`config.mk`:
```
export PLATFORM = sky130hd
export DESIGN_NAME = pulse_frame_tx_flat
export DESIGN_NICKNAME = d
export VERILOG_FILES = /design/src/rtl/pulse_frame_pkg.sv /design/src/rtl/pulse_frame_tx_if.sv /design/src/rtl/pulse_frame_tx_gap_timer.sv /design/src/rtl/pulse_frame_tx.sv /design/src/flat_wrapper.sv
export SDC_FILE = /design/constraint.sdc
export NUM_CORES = 1
export LEC_CHECK = 0
export ABC_AREA = 1
export CAP_MARGIN = 25
export CELL_PAD_IN_SITES_DETAIL_PLACEMENT = 0
export CELL_PAD_IN_SITES_GLOBAL_PLACEMENT = 1
export CORE_UTILIZATION = 35
export CTS_CLUSTER_DIAMETER = 50
export CTS_CLUSTER_SIZE = 40
export DETAILED_ROUTE_END_ITERATION = 16
export PLACE_DENSITY_LB_ADDON = 0.12
export SYNTH_ARGS = -nofsm -noshare
export SYNTH_HDL_FRONTEND = slang
export SYNTH_HIERARCHICAL = 1
export SYNTH_SLANG_ARGS = --single-unit
```
`constraint.sdc`:
```
create_clock -name clk -period 1.85 [get_ports clk]
set_input_delay 0.37 -clock clk [delete_from_list [all_inputs] [get_ports clk]]
set_output_delay 0.37 -clock clk [all_outputs]
set_load 0.1 [all_outputs]
```
`src/rtl/pulse_frame_pkg.sv`:
```
// Shared state encoding and frame geometry for the pulse-frame transmitter.
// No logic, no latency, no flow control; types and constants only.
package pulse_frame_pkg;

    typedef enum logic [1:0] {
        ST_IDLE  = 2'd0,
        ST_PULSE = 2'd1,
        ST_GAP   = 2'd2,
        ST_DONE  = 2'd3
    } state_e;

    localparam int         PULSES_PER_FRAME = 4;
    localparam logic [1:0] LAST_PULSE_IDX   = 2'(PULSES_PER_FRAME - 1);

endpackage

```
`src/rtl/pulse_frame_tx_if.sv`:
```
// Burst request channel: valid/ready handshake carrying frame count and gap.
// No storage; start_ready is only high while the transmitter is idle.
interface pulse_frame_tx_if #(
    parameter int CNT_W = 4,
    parameter int GAP_W = 3
);
    logic             start_valid;
    logic             start_ready;
    logic [CNT_W-1:0] frame_cnt;
    logic [GAP_W-1:0] gap;

    modport master (output start_valid, frame_cnt, gap, input start_ready);
    modport slave  (input start_valid, frame_cnt, gap, output start_ready);
endinterface

```
`src/rtl/pulse_frame_tx_gap_timer.sv`:
```
// Loadable down-counter; last_o flags the final cycle of a gap (count == 1).
// Load takes effect next cycle; decrement saturates at zero, no flow control.
module pulse_frame_tx_gap_timer #(
    parameter int GAP_W = 3
) (
    input  logic             clk,
    input  logic             reset,
    input  logic             load_i,
    input  logic             dec_i,
    input  logic [GAP_W-1:0] load_val_i,
    output logic             last_o
);

    logic [GAP_W-1:0] cnt_q;
    logic [GAP_W-1:0] cnt_d;

    always_comb begin
        cnt_d = cnt_q;
        if (load_i) begin
            cnt_d = load_val_i;
        end else if (dec_i && (cnt_q != '0)) begin
            cnt_d = cnt_q - 1'b1;
        end
    end

    always_ff @(posedge clk) begin
        if (reset) begin
            cnt_q <= '0;
        end else begin
            cnt_q <= cnt_d;
        end
    end

    assign last_o = (cnt_q == GAP_W'(1));

endmodule

```
`src/rtl/pulse_frame_tx.sv`:
```
// Emits frame_cnt frames of four one-cycle x pulses separated by gap low cycles.
// x rises one cycle after accept; requests are accepted only in IDLE, never queued.
module pulse_frame_tx
    import pulse_frame_pkg::*;
#(
    parameter int CNT_W = 4,
    parameter int GAP_W = 3
) (
    input  logic             clk,
    input  logic             reset,
    pulse_frame_tx_if.slave  req_if,
    input  logic             abort_i,
    output logic             x_o,
    output logic             frame_tick_o,
    output logic             busy_o,
    output logic             done_o
);

    state_e           state_q, state_d;
    logic [CNT_W-1:0] frames_left_q, frames_left_d;
    logic [1:0]       pulse_idx_q, pulse_idx_d;
    logic [GAP_W-1:0] gap_reg_q, gap_reg_d;
    logic             tmr_load;
    logic             tmr_dec;
    logic             tmr_last;
    logic             last_of_frame;

    assign last_of_frame = (pulse_idx_q == LAST_PULSE_IDX);

    always_comb begin
        state_d       = state_q;
        frames_left_d = frames_left_q;
        pulse_idx_d   = pulse_idx_q;
        gap_reg_d     = gap_reg_q;
        tmr_load      = 1'b0;
        tmr_dec       = 1'b0;

        case (state_q)
            ST_IDLE: begin
                if (req_if.start_valid) begin
                    frames_left_d = req_if.frame_cnt;
                    gap_reg_d     = req_if.gap;
                    pulse_idx_d   = '0;
                    state_d       = (req_if.frame_cnt == '0) ? ST_DONE : ST_PULSE;
                end
            end
            ST_PULSE: begin
                pulse_idx_d = pulse_idx_q + 2'd1;
                if (last_of_frame && (frames_left_q != '0)) begin
                    frames_left_d = frames_left_q - 1'b1;
                end
                if (last_of_frame && (frames_left_q == CNT_W'(1))) begin
                    state_d = ST_DONE;
                end else if (gap_reg_q == '0) begin
                    state_d = ST_PULSE;
                end else begin
                    state_d  = ST_GAP;
                    tmr_load = 1'b1;
                end
            end
            ST_GAP: begin
                tmr_dec = 1'b1;
                if (tmr_last) begin
                    state_d = ST_PULSE;
                end
            end
            ST_DONE: state_d = ST_IDLE;
            default: state_d = ST_IDLE;
        endcase

        // Abort overrides everything, including the final pulse, so no done follows.
        if (abort_i && (state_q != ST_IDLE)) begin
            state_d       = ST_IDLE;
            frames_left_d = '0;
            pulse_idx_d   = '0;
            tmr_load      = 1'b0;
        end
    end

    always_ff @(posedge clk) begin
        if (reset) begin
            state_q       <= ST_IDLE;
            frames_left_q <= '0;
            pulse_idx_q   <= '0;
            gap_reg_q     <= '0;
        end else begin
            state_q       <= state_d;
            frames_left_q <= frames_left_d;
            pulse_idx_q   <= pulse_idx_d;
            gap_reg_q     <= gap_reg_d;
        end
    end

    pulse_frame_tx_gap_timer #(.GAP_W(GAP_W)) u_gap_timer (
        .clk        (clk),
        .reset      (reset),
        .load_i     (tmr_load),
        .dec_i      (tmr_dec),
        .load_val_i (gap_reg_q),
        .last_o     (tmr_last)
    );

    assign x_o                = (state_q == ST_PULSE);
    assign frame_tick_o       = (state_q == ST_PULSE) && last_of_frame;
    assign busy_o             = (state_q != ST_IDLE);
    assign done_o             = (state_q == ST_DONE);
    assign req_if.start_ready = (state_q == ST_IDLE);

endmodule

```
`src/flat_wrapper.sv`:
```
// flat-port wrapper written by rule: the top's interface ports become plain ports
module pulse_frame_tx_flat import pulse_frame_pkg::*;
#(
    parameter int CNT_W = 4,
    parameter int GAP_W = 3
)
  (clk, reset, abort_i, x_o, frame_tick_o, busy_o, done_o, req_if_start_valid, req_if_frame_cnt, req_if_gap, req_if_start_ready);
  pulse_frame_tx_if #(.CNT_W(CNT_W), .GAP_W(GAP_W)) req_if_i ();
  input  logic clk;
  input  logic reset;
  input  logic abort_i;
  output logic x_o;
  output logic frame_tick_o;
  output logic busy_o;
  output logic done_o;
  input wire logic [$bits(req_if_i.start_valid)-1:0] req_if_start_valid;
  input wire logic [$bits(req_if_i.frame_cnt)-1:0] req_if_frame_cnt;
  input wire logic [$bits(req_if_i.gap)-1:0] req_if_gap;
  output wire logic [$bits(req_if_i.start_ready)-1:0] req_if_start_ready;
  assign req_if_i.start_valid = req_if_start_valid;
  assign req_if_i.frame_cnt = req_if_frame_cnt;
  assign req_if_i.gap = req_if_gap;
  assign req_if_start_ready = req_if_i.start_ready;
  pulse_frame_tx #(.CNT_W(CNT_W), .GAP_W(GAP_W)) u_core (.clk(clk), .reset(reset), .req_if(req_if_i), .abort_i(abort_i), .x_o(x_o), .frame_tick_o(frame_tick_o), .busy_o(busy_o), .done_o(done_o));
endmodule
```
======== Word-level counts from Yosys, hierarchy flattened ========
Cells that the tools add are included.
Widths: inputs -> output; s select.
storage, ports and cells
  register bits after elaboration ......... 14
  input port bits ......................... 11
operators by class
  $add $sub $neg .......................... 3
  equality and inequality tests ........... 9
  mux-type cells .......................... 18
  reductions and logical operators ........ 18
operator list
  kind                 count
  $mux 2               6
  $mux 4               2
  $pmux 2 s4           1
  $pmux 4 s2           1
  $eq 2x2->1 const B   3
  $mux 3               2
  $reduce_and 2->1     3
  $reduce_bool 2->1    3
  $logic_and 1x1->1    5
  $mux 1               5
  $eq 4x1->1 const B   1
  $logic_not 4->1      1
  $ne 2x1->1 const B   2
  $pmux 2 s2           1
  $reduce_bool 4->1    1
  $sub 4x1->4 const B  1
  $eq 3x1->1 const B   1
  $logic_not 3->1      1
  $reduce_and 3->1     1
  $reduce_bool 3->1    1
  $sub 3x1->3 const B  1
  $add 2x1->2 const B  1
  $eq 2x1->1 const B   1
  $logic_not 2->1      1
  2 further kinds      2

======== Logic depth before layout (Yosys ltp) ========
Gate-level depths: netlist of the first run.
  depth after elaboration ................. 6
  gate-level depth with buffers ........... 12

======== By module ========
Netlist of the first run, hierarchy kept.
by module, submodules not included
  module                    times used  cells each  area an instance (um^2)  sequential area each (um^2)
  pulse_frame_tx            1           103         665.6                    220.2
  pulse_frame_tx_gap_timer  1           34          231.5                    60.1

======== Least setup slack after synthesis of the first run ========
Ideal clock, no wire load.
  kind .................................... register to register
  start ................................... reg u_core.state_q[0]
  end ..................................... reg u_core.pulse_idx_q[0]
  arrival time ............................ 2,292 ps
  data required time ...................... 1,780 ps
  setup slack ............................. -512 ps
  stages on the path, launching flop included .. 6
  path buffers ............................ 0
  clock period less this slack ............ 2,362 ps
  cells stage by stage .................... dfxtp_1 nor2_2 inv_2 a21oi_4 o21ai_1 a21oi_1
between the ends
  longest elaborated chain between the ends .. 3
  elaborated cells on any way between the ends .. 9
  classes of those cells .................. 2 x eq/ne; 1 x mux; 6 x reduce/logical
RTL lines
  what                                                       line                  source
  start, declared                                            pulse_frame_tx.sv:19  state_e state_q, state_d;
  start signal, assigned                                     pulse_frame_tx.sv:87  state_q <= state_d;
  $logic_not 2->1 (*)                                        -
  named net req_if_start_ready                               flat_wrapper.sv:19    output wire logic [$bits(req_if_i.start_ready)-1:0] req_if_start_ready;
  $ne 2x2->1 (no line) or $reduce_bool 2->1 (tied branches)  -
  $reduce_and 2->1 (no line)                                 -
  end signal, assigned                                       pulse_frame_tx.sv:89  pulse_idx_q <= pulse_idx_d;
  end, declared                                              pulse_frame_tx.sv:21  logic [1:0] pulse_idx_q, pulse_idx_d;
The timed path passes the listed nets; every way through them passes the cells marked *.
A chain may end at the register's enable or synchronous reset.

======== Final worst setup path of the first run ========
  start ................................... reg u_core.state_q[0]
  end ..................................... out x_o
between the ends
  longest elaborated chain between the ends .. 1
RTL lines
  what           line                   source
  $eq 2x1->1     pulse_frame_tx.sv:103  assign x_o = (state_q == ST_PULSE);
  end, declared  flat_wrapper.sv:12     output logic x_o;
Every way passes these cells.

==> results.cfg, run 1 <==
[run_status]
status = finished clean

[floorplanning]
fp.coreArea_sq_um = 2320
fp-row-count = 17
die_w_um = 52.6
boundaryPins = 16
design.die.area_sq_um = 2770
die_h_um = 52.6
start_util = 0.387

[drt]
viasPerCell = 4.85
routed_wl_mm = 1.99
ant_nets = 0
avgRoutedWirePerCell_um = 10.8
dr_total_vias = 893
dr.pass1.iters = 4
first_iter_violations = 12
drc = 0

[power]
p_leak_nw = 0.559
ir_worst_vdd_v = 0.000756
power_w = 0.00117
powerDensity_nw_per_um2 = 987

[synth]
synth_top_area_cell = dfxtp_1
yosys.cell_types.count = 17
synth_edf_count = 0
syn_area_sq_um = 897
synthDominantCellAreaShare = 0.312
ys.flop_type = dfxtp_1
synthCells = 137
synthesis.nets = 155
ys.warnings.count = 6
synth.area.top_cells = dfxtp_1 31%, nand2_1 12%, ha_1 9.8%
ys_ff_latch = 14
synth_area_per_cell_sq_um = 6.55
yosysSeqAreaShare = 0.312
synthArstFlopShare = 0

[timing]
worst_pin_slew_ps = 271
period_share = 0.897
fmax_mhz = 603
hold_viol = 0
rsz0062_at_grt = no
period_needed_ps = 1660
setup_violations = 0
slew_headroom = 0.819
fin_tns_setup_ps = 0
maxSlewViolCount = 0
finClkSkew_ps = 1.77

[place]
gp_congestion = 0.832
place_hpwl_mm = 1.54
place_area_sq_um = 1140
io_buffers = 15

[worst_setup_path]
setup.worst_path.class = reg2out
cp.arrival_ps = 1290
worst-path-max-fanout = 13
endpoint_kind = output pin
cp-start-kind = register
cp_cell_sequence = nand2_4, inv_2, buf_12
cp.required_ps = 1480
cp_slowest_cell = dfxtp_1
critPathMaxStageDelay_ps = 480

[clocking]
ctsResizeCount = 0
clk_path_buf_depth = 2
clk_pin_slew_ps = 90
cts_sinks = 14
cts_tree = done
hold_buffers = 0
clk_latency_ps = 280
h-tree-depth = 1
root_buffer = clkbuf_4
cts_buffers = 3
post-cts-setup-buffer-count = 0

[global_route]
grt_overflow = 0
grt_use_total = 0.176
first_global_vias = 828
grt_max_degree = 14
antenna_found_initial = 0
grt_first_pass_wirelength_mm = 3.51

[final_layout]
num_antenna_cells = 0
drive_gt1_frac = 0.154
nets = 175
fin_area_sq_um = 1190
synthToLayoutAreaGrowth_pct = 32.2

[run]
maxCapViolations = 0

[worst_hold_path]
hold_class = reg2reg
[layout by cell type (no fill, tap or decap), drive strengths merged]
cell type	n
nor2	20
buf	6
nand2	35
clkbuf	4
dfxtp	14
inv	25
nand3	8
ha	7
nand4	2
clkdlybuf4s50	10
a21oi	12
nor3	1
o21ai	12
[cell usage after synthesis, types with 2 or more instances]
library cell / instances
nand2_1: 29
inv_1: 21
nor2_1: 18
dfxtp_1: 14
a21oi_1: 11
o21ai_0: 11
nand3_1: 8
ha_1: 7
inv_2: 4
nand2_2: 3
nand2_4: 3
nand4_1: 2
nor2_2: 2
[final cells by class]
class                   count  area, sq um
clock buffers               4         36.3
fillers                   256         1130
inverters                  25         93.8
multi-input cells          97          533
flip-flops and latches     14          280
well taps                  28         35.0
repair buffers             16          208
[critical path, delay by kind of cell, from the launching register on]
kind                   cells  cell delay (ps)
buffers and inverters      2              350
flip-flops                 1              480
AND/OR/NAND/NOR            1              170
[per-layer routing]
layer	vias to the layer above	routed length [um]	track usage
li1	467	-	-
met1	398	1040	0.226
met2	24	818	0.281
met3	4	98	0.0261
met4	0	31	0.0921
met5	-	0	0
[cell families after synthesis]
group,after synthesis,share of synthesized area
AO/OA/AOI/OAI,24,0.146
adder cells (fa/ha/maj),7,0.0976
buffers and inverters,26,0.110
flip-flops,14,0.312
AND/OR/NAND/NOR,66,0.333
[flip-flops by register name (all words and copies together) (netlist names)]
name                      flops
u_core/frames_left_q          4
u_core/gap_reg_q              3
u_core/pulse_idx_q            2
u_core/state_q                2
u_core/u_gap_timer/cnt_q      3
[power by group]
part	internal, W	total, W	leakage, nW	switching [W]
Sequential	0.000346	0.000389	0.115	0.0000431
Clock	0.000120	0.000227	0.0210	0.000108
Combinational	0.000195	0.000555	0.423	0.000360
[per-stage QoR]
step,utilization,worst slack (ps),hold WS (ps),cells
4_1_cts,0.509,16.1,479,184
5_1_grt,0.512,15.0,502,184
3_3_place_gp,0.494,223,459,180
2_1_floorplan,-,2.78,435,137
6_report,0.512,190,475,184
3_5_place_dp,0.494,201,465,180
[final timing paths]
kind | from | end | slack, ps | depth (start not counted)
max | u_core/state_q[0] | x_o | 190 | 3
min | u_core/pulse_idx_q[0] | u_core/pulse_idx_q[0] | 470 | 1
max reg2reg | u_core/frames_left_q[1] | u_core/u_gap_timer/cnt_q[2] | 210 | 13
min reg2reg | u_core/pulse_idx_q[0] | u_core/pulse_idx_q[0] | 470 | 1
Note: power is estimated with default switching activity, not from simulation.
==> run 2: changes to the inputs <==
--- a/config.mk
+++ b/config.mk
@@ -6,6 +6,7 @@
 export NUM_CORES = 1
 export LEC_CHECK = 0
 export ABC_AREA = 1
+export ABC_CLOCK_PERIOD_IN_PS = 1850
 export CAP_MARGIN = 25
 export CELL_PAD_IN_SITES_DETAIL_PLACEMENT = 0
 export CELL_PAD_IN_SITES_GLOBAL_PLACEMENT = 1
==> results of run 2 <==
Final layout, timing and power as in run 1 (identical DEF).
==> variant: new RTL, flow settings as in run 2 <==
`CNT_W` is set to 4 in 3 places; all go to 6.
--- a/src/rtl/pulse_frame_tx_if.sv
+++ b/src/rtl/pulse_frame_tx_if.sv
@@ -3,3 +3,3 @@
 interface pulse_frame_tx_if #(
-    parameter int CNT_W = 4,
+    parameter int CNT_W = 6,
     parameter int GAP_W = 3
--- a/src/rtl/pulse_frame_tx.sv
+++ b/src/rtl/pulse_frame_tx.sv
@@ -5,3 +5,3 @@
 #(
-    parameter int CNT_W = 4,
+    parameter int CNT_W = 6,
     parameter int GAP_W = 3
--- a/src/flat_wrapper.sv
+++ b/src/flat_wrapper.sv
@@ -3,3 +3,3 @@
 #(
-    parameter int CNT_W = 4,
+    parameter int CNT_W = 6,
     parameter int GAP_W = 3
Ports: changed (resized req_if_frame_cnt); port bits go from 16 to 18. No check against the original RTL was run, so the function may have changed too.
==> variant against run 2 <==
  * Sequential cell count grew 2
  * Hold slack lost 0.0015 ns
  * Non-clock buffer count grew 5
  * Combinational power shrank 10%
  * Wire length grew 21%
  * Global-route usage shrank 1.1 points
  * Area after synthesis grew 23%
  * Design area grew 20%
  * Register-to-register slack gained 0.03 ns
  * Worst setup slack lost 0.061 ns
  * Maximum frequency shrank 3.6%
  * Die area grew 22%
  * Power shrank 6.4%
  * Highest routed layer unchanged
==> variant: results (changes against run 2) <==
[synth]
synth_cell_type_count = 26  ; +9
seq_area_frac_synth_pct = 28.9  ; -2.3 points
yosys-top-cells-count = 34 x nand2_1, 17 x inv_1, 17 x nor2_1, 16 x dfxtp_1, 12 x a21oi_1
syn_nets = 179  ; +15%
synthesized_area_per_cell_sq_um = 6.96  ; +6.4%
synth.top_cells.by_area = dfxtp_1 29%, nand2_1 12%, ha_1 7.9%

[worst_setup_path]
path_max_fanout = 9  ; -4
end_kind = primary output
cp.arrival_ns = 1.35  ; +0.06 ns
r2r_setup_slack_ns = 0.24  ; +0.03 ns
rr_worst_depth = 11  ; -2
endpoint = x_o
regToRegStartpoint = u_core/frames_left_q[1]$_SDFFE_PP0P_
timing.critical_path.slowest_cell_delay_ns = 0.47

[placed_design]
place.port_buffers = 17  ; +2
place.detailed.instances = 223  ; +24%
finalWeightedCongestion = 0.769  ; -7.5%
dp_hpwl_mm = 1.93  ; +26%
pre_cts_slack_ns = 0.154  ; -0.0469 ns

[drt]
detailed_router_iteration_count_before_antenna_repair = 5  ; +1
detailedRoute.firstIterationViolations = 30  ; +18
postRouteWirelength_mm = 2.40  ; +21%
drt-wirelength-per-cell_um = 10.6  ; -1.6%
route.detailed.vias_per_inst = 4.65  ; -4.3%

[clock_tree]
cts.root.buffer_cell = clkbuf_4
cts_made_buffers = 3  ; unchanged

[final_layout]
drive_above_1_share_pct = 22.0  ; +6.6 points
layout_top_registers = u_core/frames_left_q (6), u_core/gap_reg_q (3), u_core/u_gap_timer/cnt_q (3)
final_nets = 204  ; +17%
layout.filler_cells = 312  ; +22%

[timing]
worstMarginPinSlew_ns = 0.252  ; -0.0188 ns
max_clock_freq_mhz = 581  ; -3.6%
timing.clock.skew_ns = 0.00497  ; +0.00320 ns
fin_crit_ns = 1.72  ; +0.0615 ns

[worst_hold_path]
whs_path_depth = 2  ; +1
min_delay_worst_endpoint = u_core/pulse_idx_q[1]$_SDFFE_PP0P_
timing.hold.worst.start = u_core/pulse_idx_q[1]$_SDFFE_PP0P_

[power]
p_int_mw = 0.643  ; -2.7%
ir_drop_mv = 0.367  ; -51%
pg_clk_mw = 0.182  ; -20%
sequential_share_of_power_pct = 38.1  ; +4.9 points
p_leak_nw = 0.640  ; +15%

[grt]
grt_pass1_vias = 952  ; +15%
grt_max_degree = 10  ; -4
first_pass_grt_wire_length_mm = 4.20  ; +20%
groute.usage.overall_pct = 16.5  ; -1.1 points

[outcome]
outcome = completed

[variant: changes by cell type in the layout (fill, tap and decap cells not counted), sizes merged, moves of 2 or more]
cell,before,now
nand2,35,41
nor2,20,22
or2,0,2
buf,6,9
nand3,8,14
nor3,1,3
clkdlybuf4s50,10,12
a21oi,12,14
dfxtp,14,16
[variant: metrics by stage]
| step | util (%) | instance area [sq um] | power (mW) | hold WS (ns) |
|---|---|---|---|---|
| floorplan | - | 1110 | 0.774 | 0.439 |
| detailed placement | 46.3 | 1400 | 0.923 | 0.463 |
| global placement | 46.3 | 1400 | 0.918 | 0.454 |
| global route | 47.0 | 1420 | 1.19 | 0.508 |
| CTS | 47.0 | 1420 | 1.11 | 0.476 |
| finish | 47.0 | 1420 | 1.10 | 0.473 |
[variant: tightest hold or removal path, delay by kind of cell (launching register included)]
kind,cells,cell delay (ns)
flops,1,0.32
compound gates,1,0.05
simple gates,1,0.06
[variant: layout make-up]
cell class              instances  share of cell area, %
multi-input cells             117                   47.5
repair buffers                 21                   17.6
flip-flops and latches         16                   22.5
clock buffers                   3                   1.58
well taps                      44                   3.87
inverters                      25                   6.94
[variant: kinds of logic (layout without fill, tap and decap cells)]
logic type / count (synthesis) / count (layout) / synth area share, %
and+or+nand+nor: 83 / 83 / 38.8
AOI/OAI and AO/OA: 27 / 27 / 14.5
DFF: 16 / 16 / 28.9
adders and majority gates: 7 / 7 / 7.91
buffers and inverters: 26 / 49 / 9.94
[variant: per-layer routing]
layer | GRT usage, % | vias up | wire, um
li1 | - | 554 | -
met5 | 0 | - | 0
met4 | 6.12 | 0 | 16
met3 | 4.24 | 2 | 91
met2 | 23.8 | 17 | 1020
met1 | 23.5 | 477 | 1270
